$ cat src/rtl/utopia_rx_port.sv
// utopia_rx_port: UTOPIA L1 receive front end with HEC check, ping-pong cell buffer and byte stream out
module utopia_rx_port #(
  parameter int         CELL_BYTES = 53,
  parameter logic [7:0] HEC_COSET  = 8'h55,
  parameter int         CNT_W      = 16
) (
  input  logic             clk,
  input  logic             rst_n,
  input  logic             rx_soc,
  input  logic [7:0]       rx_data,
  input  logic             rx_clav,
  output logic             rx_en,
  output logic [7:0]       out_data,
  output logic             out_sop,
  output logic             out_eop,
  output logic             out_valid,
  input  logic             out_ready,
  output logic [CNT_W-1:0] cell_cnt,
  output logic [CNT_W-1:0] hec_err_cnt,
  output logic [CNT_W-1:0] runt_cnt
);
  localparam int IW = $clog2(CELL_BYTES + 1);
  localparam logic [IW-1:0] LAST = IW'(CELL_BYTES - 1);
  localparam logic [IW-1:0] NBYTES = IW'(CELL_BYTES);
  typedef enum logic [1:0] {IDLE, HUNT, RECV} state_t;
  state_t state, state_d;
  logic [7:0] mem [2][CELL_BYTES];
  logic [1:0] full;
  logic wr_ptr, rd_ptr, hec_bad;
  logic [IW-1:0] idx, ridx, src_idx;
  logic [7:0] crc;
  logic cap, start, runt, wr, last, commit, drop, xfer_eop, ld, src_ptr, avail;

  function automatic logic [7:0] crc8(input logic [7:0] c, input logic [7:0] d);
    logic [7:0] r;
    r = c ^ d;
    for (int i = 0; i < 8; i++) r = r[7] ? {r[6:0], 1'b0} ^ 8'h07 : {r[6:0], 1'b0};
    return r;
  endfunction

  always_ff @(posedge clk) begin
    if (!rst_n) state <= IDLE;
    else state <= state_d;
  end

  always_comb begin
    state_d = state == IDLE ? ((rx_clav && !full[wr_ptr]) ? HUNT : IDLE)
            : state == HUNT ? ((cap && rx_soc) ? RECV : HUNT)
            : ((commit || drop) ? IDLE : RECV);
  end

  always_comb begin
    cap    = !rx_en;
    last   = idx == LAST;
    start  = cap && rx_soc && state != IDLE;
    runt   = start && state == RECV;
    wr     = cap && !rx_soc && state == RECV;
    commit = wr && last && !hec_bad;
    drop   = wr && last && hec_bad;
  end

  always_ff @(posedge clk) begin
    if (!rst_n) rx_en <= 1'b1;
    else rx_en <= state_d == IDLE;
  end

  always_ff @(posedge clk) begin
    if (start || wr) mem[wr_ptr][start ? '0 : idx] <= rx_data;
  end

  always_ff @(posedge clk) begin
    if (!rst_n) begin
      wr_ptr      <= 1'b0;
      idx         <= '0;
      crc         <= '0;
      hec_bad     <= 1'b0;
      full        <= '0;
      cell_cnt    <= '0;
      hec_err_cnt <= '0;
      runt_cnt    <= '0;
    end else begin
      if (start) begin
        idx <= IW'(1);
        crc <= crc8(8'h00, rx_data);
      end else if (wr) begin
        idx <= idx + IW'(1);
        if (idx < IW'(4)) crc <= crc8(crc, rx_data);
        if (idx == IW'(4)) hec_bad <= rx_data != (crc ^ HEC_COSET);
      end
      if (commit) wr_ptr <= ~wr_ptr;
      if (xfer_eop) full[rd_ptr] <= 1'b0;
      if (commit) full[wr_ptr] <= 1'b1;
      if (commit && !(&cell_cnt)) cell_cnt <= cell_cnt + CNT_W'(1);
      if (drop && !(&hec_err_cnt)) hec_err_cnt <= hec_err_cnt + CNT_W'(1);
      if (runt && !(&runt_cnt)) runt_cnt <= runt_cnt + CNT_W'(1);
    end
  end

  // the entry being released on this edge hands straight over to the other one
  always_comb begin
    xfer_eop = out_valid && out_ready && out_eop;
    ld       = !out_valid || out_ready;
    src_ptr  = rd_ptr ^ xfer_eop;
    src_idx  = xfer_eop ? '0 : ridx;
    avail    = full[src_ptr] && src_idx < NBYTES;
  end

  always_ff @(posedge clk) begin
    if (!rst_n) begin
      out_valid <= 1'b0;
      out_sop   <= 1'b0;
      out_eop   <= 1'b0;
      out_data  <= '0;
      rd_ptr    <= 1'b0;
      ridx      <= '0;
    end else if (ld) begin
      out_valid <= avail;
      rd_ptr    <= src_ptr;
      ridx      <= src_idx + IW'(avail);
      out_sop   <= avail && src_idx == '0;
      out_eop   <= avail && src_idx == LAST;
      if (avail) out_data <= mem[src_ptr][src_idx];
    end
  end
endmodule
$ cat config.mk
export PLATFORM = sky130hd
export DESIGN_NAME = utopia_rx_port
export DESIGN_NICKNAME = d
export VERILOG_FILES = /design/src/rtl/utopia_rx_port.sv
export SDC_FILE = /design/constraint.sdc
export NUM_CORES = 1
export LEC_CHECK = 0
export CAP_MARGIN = 40
export CELL_PAD_IN_SITES_DETAIL_PLACEMENT = 1
export CELL_PAD_IN_SITES_GLOBAL_PLACEMENT = 1
export CORE_ASPECT_RATIO = 0.75
export CORE_MARGIN = 1
export CORE_UTILIZATION = 47
export DETAILED_ROUTE_END_ITERATION = 12
export PLACE_DENSITY_LB_ADDON = 0.3
export SLEW_MARGIN = 15
export SYNTH_ARGS = -nofsm -noshare
export SYNTH_HDL_FRONTEND = slang
export SYNTH_SLANG_ARGS = --single-unit
$ cat constraint.sdc
create_clock -name clk -period 2.7 [get_ports clk]
set_input_delay 0.54 -clock clk [delete_from_list [all_inputs] [get_ports clk]]
set_output_delay 0.54 -clock clk [all_outputs]
set_load 0.02 [all_outputs]
* Word level (Yosys, flattened, before mapping)
Memories as Yosys holds them, arrays and structs flattened. Cells that the tools add are included.
Word-level totals: register bits after elaboration 87, memory bits (writable) 848, bits of input ports 13, logic and storage cells 156, memories kept 1
Cells by class: add/subtract/negate cells 5, magnitude comparators 10, eq/ne operators 6, mux-type cells 46, bitwise gates (word level) 27, reductions and logical operators 44
Memories:
- mem | words 2, width 424, read ports 1, clocked after Yosys merged registers in 0, write ports 1, line 27 | logic [7:0] mem [2][CELL_BYTES];
Operators with widths (count):
- 424-bit 2-to-1 mux | 1
- 16-bit by 1-bit adder with 16-bit output, second input constant | 3
- 8-bit binary-select mux with 6-bit select | 1
- 8-bit demux with 6-bit select | 1
- 3-bit 2-to-1 mux | 16
- 8-bit 2-to-1 mux | 6
- 3-bit inverter | 16
- 16-bit AND reduction | 3
- 1-bit logical AND | 20
- 7-bit >= comparator, second input constant | 2
- 2-bit 2-to-1 mux | 7
- 6-bit inverter with 7-bit output | 2
- 6-bit equality test, second input constant | 2
- 6-bit 2-to-1 mux | 2
- 1-bit 2-to-1 mux | 10
- 1-bit zero test | 8
- 8-bit != test | 1
- 8-bit XOR | 1
- 7-bit by 1-bit less-than comparator with 1-bit output, second input constant | 1
- 6-bit by 1-bit adder with 6-bit output | 1
- 6-bit by 1-bit adder with 6-bit output, second input constant | 1
- 6-bit by 3-bit equality test with 1-bit output, second input constant | 1
- 6-bit zero test | 1
- 1-bit by 2-bit less-than comparator with 1-bit output, second input constant | 3
- 18 further kinds | 28

* Depth between registers and ports, before layout
word-level depth 20, gate-level depth with buffers 12, mapped depth without buffers 10

* Worst setup path after synthesis
No wires, ideal clock.
path kind input to register, start point input port rx_soc, end point memory mem[0][304] in the netlist's numbering (enable), setup time 0.370 ns, data arrival time 2.379 ns, required time 2.330 ns, path slack -0.049 ns, stages on the path 5, path buffers 2, path through or4b_2 clkbuf_1 or3_1 clkbuf_1 nor2_1
Between the ends: word-level cells in the longest chain between the ends 9, elaborated cells between the ends (all ways) 15, classes of those cells 2 x order compare; 5 x mux; 1 x bitwise; 7 x reduce/logical
Ends and longest elaborated chain:
- start: declaration | line 9 | input logic rx_soc,
- 1-bit logical AND (2 in a row) | line 55 | start = cap && rx_soc && state != IDLE;
- 6-bit 2-to-1 mux | line 68 | if (start || wr) mem[wr_ptr][start ? '0 : idx] <= rx_data;
- 6-bit inverter with 7-bit output | line 68
- 7-bit >= comparator (implied by the code) / 7-bit by 1-bit less-than comparator with 1-bit output (equally long branches) | line 68
- 1-bit logical AND (implied by the code) | line 68
- 8-bit 2-to-1 mux | line 68
- 8-bit demux with 6-bit select | line 68
- 424-bit 2-to-1 mux (*) | line 68
- end: declaration | line 27
Mark *: on every way between the ends. The rest lies on a longest branch, timed or not.

* Worst setup path in the final report
start point register rd_ptr, end point register out_data[5]
Between the ends: word-level cells in the longest chain between the ends 5, elaborated cells between the ends (all ways) 9, classes of those cells 5 x mux; 1 x bitwise; 2 x reduce/logical; 1 x memory
Ends and longest elaborated chain:
- start: declaration | line 29 | logic wr_ptr, rd_ptr, hec_bad;
- start signal: assignment | line 118 | rd_ptr <= src_ptr;
- 1-bit XOR (*) | line 103 | src_ptr = rd_ptr ^ xfer_eop;
- memory read 2 x 424 bit / 1-bit 2-to-1 mux (equally long branches)
- 8-bit binary-select mux with 6-bit select / 1-bit 2-to-1 mux (equally long branches) | line 122, 105
- 8-bit 2-to-1 mux (implied by the code) / 1-bit logical AND (equally long branches) | line 122, 105
- 8-bit 2-to-1 mux (implied by the code) / 2-bit AND reduction (equally long branches)
- end signal: assignment | line 122 | if (avail) out_data <= mem[src_ptr][src_idx];
- end: declaration | line 13 | output logic [7:0] out_data,
Mark *: on every way between the ends. The rest lies on a longest branch, timed or not. The select of a mux whose other input is x is not followed. A chain may end at the register's enable or synchronous reset.

==> results.md <==
- Vias in the first global route: ~31,000
- Clock network fraction of total power: 0.442
- Layout cells sized above 1: 0.281
- Highest clock rate: approximately 360 MHz
- Post-Syn Area: 39,200 um2
- Starting Density: 0.476
- Iter 0 DRT Violations: ~4,200
- Global-route wire length before repair: roughly 220,000 um
- Via total after detailed routing: slightly above 30,000
- Core footprint: 82,300 um2
- Leakage Power: approximately 17 nW
- Die Ht: between 200 and 300 um
- Initial antenna violation count: 7
- Antenna viol nets, final: 0
- CTS sink cnt: about 940
- Area Growth Syn to Fin: 27.4%
- Launch point of the critical path: rd_ptr$_SDFFE_PN0N_
- Seq/Total Area, Yosys: 0.694
- Register area: around 27,000 um2
- Endpoints failing hold: 0
- CTS tree: yes
- Setup slack after layout: -0.107 ns
- TritonRoute pass-1 iters: 5
- Final Wtd Congestion: about 1
- Placed cell area: about 46,000 um2
- DRT Wirelength: about 160,000 um
- Max_cap viols: 0
- Max VDD drop: 0.601 mV
- Met3 usage: 0.0799
- Synth async-reset ratio: 0
- Total track usage: 0.370
- Tcrit/Tclk final: 1.04
- H-tree depth: 3
- Post-route cell area: between 40,000 and 50,000 um2
- Final Total Pwr: 29.3 mW
- Num CTS Buffers: 92
- Post-Place Cells: 4,372
- Die Area: ~85,000 um2
- Grt met1 use: 0.520
- Clock Tree Buf Depth: 3
- Area of the multi-input gates: between 10,000 and 15,000 um2
- Number of remaining DRC errors: 0
- Switch share: 0.215
- Syn Nets: approximately 2,800
- Seq cells post-synth: 935
- Number of port buffers: 72
- Pint: between 20 and 25 mW
- Syn avg cell area: about 14 um2
- Wire per inst: between 30 and 40 um
- Power Density: 588 nW/um2
- Met2 Use GR: 0.562
- RSZ-0062 raised after global routing: true
- Post-synth cell types: 77
- Worst Skew: a little over 0.03 ns
- Measured slew at the worst slew-check pin: 0.842 ns
- Final slew viol count: 0
- Tightest Hold Check Type: primary input to register
- Clock-pin transition on the worst setup and hold timing paths: about 0.060 ns
- Reg power frac: 0.538
- Clock Tree Root: clkbuf_16
- NetSw: about 6.3 mW
- Largest net degree at the start of global routing: about 110
- WP data required: between 3 and 4 ns
- HP Start: rx_data[4]
- Top Ports: 73
- Slew headroom: 0.436
- Post-layout min period: approximately 2.8 ns
- Status: finished, violations left
- Crit end category: register
- WP data arrival: between 3 and 4 ns
- Congestion Overflow GR: 0
- Combinational share of power: 0.020
- Failing checks: negative setup slack
- Reg2reg start: rd_ptr$_SDFFE_PN0N_
- Number of synthesized flops with an enable pin: 848
- Crit-path max FO: 19
- Synth Warn #: 0
- Die Wd: 335 um
- Rows: 91
- Cells after Synth: between 2,000 and 3,000
- Drt via density: 6.64
- Hold WS: roughly 0.13 ns
- GRT Max-Usage Layer: met2
- Final setup violation count: 7
- Clock Latency Late Sink: between 0.6 and 0.7 ns
- Nets: 3,396
- Post-DP HPWL: between 100,000 and 150,000 um
- Filler cells: between 7,000 and 8,000
- Worst Setup Path Type: register to register
- Startpoint Class: register
- Layout Cells excl Fill: approximately 4,600
- Ys flop type: edfxtp_1
[worst max-delay path, cell delays in order (launching register included)]
cell      delay [ns]
dfxtp_4         0.47
buf_6           0.29
buf_4           0.25
mux2_2          0.36
a222oi_1        0.40
a21oi_1         0.23
a41oi_1         0.48
a41oi_2         0.17
[final timing paths]
kind,slack [ns],depth (start not counted),end
worst min-delay path,0.13,1,mem[1][396]$_DFFE_PP_
worst max register to register,-0.11,7,out_data[5]$_SDFFE_PN0P_
worst min register to register,0.51,2,hec_err_cnt[8]$_SDFFE_PN0P_
worst max-delay path,-0.11,7,out_data[5]$_SDFFE_PN0P_
[through the flow]
| stage | utilization | worst slack [ns] | setup TNS (ns) |
|---|---|---|---|
| floorplan | - | -0.0484 | -3.55 |
| global placement | 0.557 | -1.07 | -87.51 |
| detailed placement | 0.557 | -1.07 | -139.27 |
| CTS | 0.599 | -0.00204 | -0.00204 |
| global route | 0.606 | -0.0915 | -0.263 |
| finish | 0.606 | -0.107 | -0.355 |
[repair_timing]
item,4_1_cts,5_1_grt
cloned,2,1
gates resized for setup,85,100
setup buffers,9,13
endpoints found under the setup margin,23,12
hold buffers,0,0
pin swaps,15,37
[power by group through the flow]
stage / logic, mW / registers [mW] / clock network, mW
2_1_floorplan: 0.162 / 16.1 / 0
3_3_place_gp: 0.542 / 16.1 / 0
3_5_place_dp: 0.583 / 16.1 / 0
4_1_cts: 0.587 / 15.8 / 13.0
5_1_grt: 0.617 / 15.8 / 13.5
6_report: 0.594 / 15.8 / 13.0
[sequential cells by signal (all words and copies together), names as in the netlist, 2 cells and up]
signal / flops
cell_cnt: 16
state: 2
ridx: 6
full: 2
hec_err_cnt: 16
out_data: 8
runt_cnt: 16
mem: 848
crc: 8
idx: 6
[Yosys cell counts (9+ instances only)]
| master | number | area share |
|---|---|---|
| nand2b_1 | 12 | 0.0019 |
| buf_2 | 54 | 0.0069 |
| mux4_2 | 16 | 0.0092 |
| nand3_1 | 68 | 0.0087 |
| a2111oi_0 | 14 | 0.0031 |
| a211oi_1 | 29 | 0.0056 |
| o21a_1 | 9 | 0.0017 |
| dfxtp_1 | 87 | 0.044 |
| clkbuf_1 | 112 | 0.011 |
| nor2_1 | 245 | 0.023 |
| o221ai_1 | 65 | 0.015 |
| a21oi_1 | 105 | 0.013 |
| a41oi_1 | 10 | 0.0022 |
| mux2_2 | 39 | 0.011 |
| o22ai_1 | 44 | 0.0070 |
| nor2b_1 | 9 | 0.0014 |
| a221o_1 | 26 | 0.0066 |
| nand4_1 | 29 | 0.0046 |
| xor2_1 | 44 | 0.0098 |
| inv_1 | 20 | 0.0019 |
| o31ai_1 | 9 | 0.0017 |
| o21ai_0 | 121 | 0.015 |
| a22oi_1 | 27 | 0.0052 |
| xnor2_1 | 38 | 0.0085 |
| nand2_1 | 123 | 0.012 |
| a22o_1 | 13 | 0.0029 |
| a221oi_1 | 78 | 0.017 |
| a311oi_1 | 9 | 0.0020 |
| nor4_1 | 9 | 0.0014 |
| edfxtp_1 | 848 | 0.65 |
| nor3_1 | 58 | 0.0074 |
| or3_1 | 17 | 0.0027 |
| a31oi_1 | 33 | 0.0053 |
| and3_1 | 17 | 0.0027 |
| o211ai_1 | 23 | 0.0044 |
| mux2i_1 | 158 | 0.040 |
| buf_1 | 20 | 0.0019 |
[routing by layer]
layer	vias up	wire, um
li1	12300	-
met1	15600	61600
met2	2071	70700
met3	385	19200
met4	8	6590
met5	-	50
[cells by family after synthesis]
group	Yosys count	share of synthesized area
AND/OR/NAND/NOR	625	0.0741
multiplexers	213	0.0608
XOR/XNOR	83	0.0190
flip-flops	935	0.694
AO/OA/AOI/OAI	694	0.127
adder cells (fa/ha/maj)	7	0.00224
buffers and inverters	211	0.0223
[layout by cell type (no fill, tap or decap), types with 18 or more instances in the layout]
cell | Yosys | layout
a22oi_1 | 27 | 26
buf_12 | 0 | 63
nand4_1 | 29 | 29
a221o_1 | 26 | 26
mux2i_1 | 158 | 155
o211ai_1 | 23 | 23
dfxtp_1 | 87 | 81
nand3_1 | 68 | 66
o21ai_0 | 121 | 107
a221oi_1 | 78 | 61
nor3_1 | 58 | 52
inv_1 | 20 | 18
clkdlybuf4s50_1 | 0 | 63
buf_4 | 0 | 539
a21oi_1 | 105 | 96
a31oi_1 | 33 | 27
clkinv_2 | 0 | 21
a211oi_1 | 29 | 23
xor2_1 | 44 | 44
edfxtp_1 | 848 | 848
xnor2_1 | 38 | 38
o22ai_1 | 44 | 43
o221ai_1 | 65 | 61
nor2_1 | 245 | 238
clkbuf_16 | 0 | 93
buf_6 | 2 | 24
mux2_2 | 39 | 39
nand2_1 | 123 | 120
[final cells by class]
type | instances | share of cell area
Sequential cell | 935 | 0.545
Multi-Input combinational cell | 1623 | 0.236
Timing Repair Buffer | 701 | 0.129
Clock buffer | 108 | 0.0481
Tap cell | 1116 | 0.0280
Clock inverter | 63 | 0.0115
Inverter | 23 | 0.00180
Antenna cell | 2 | 0.000100
Power figures use the tool's default switching activity.
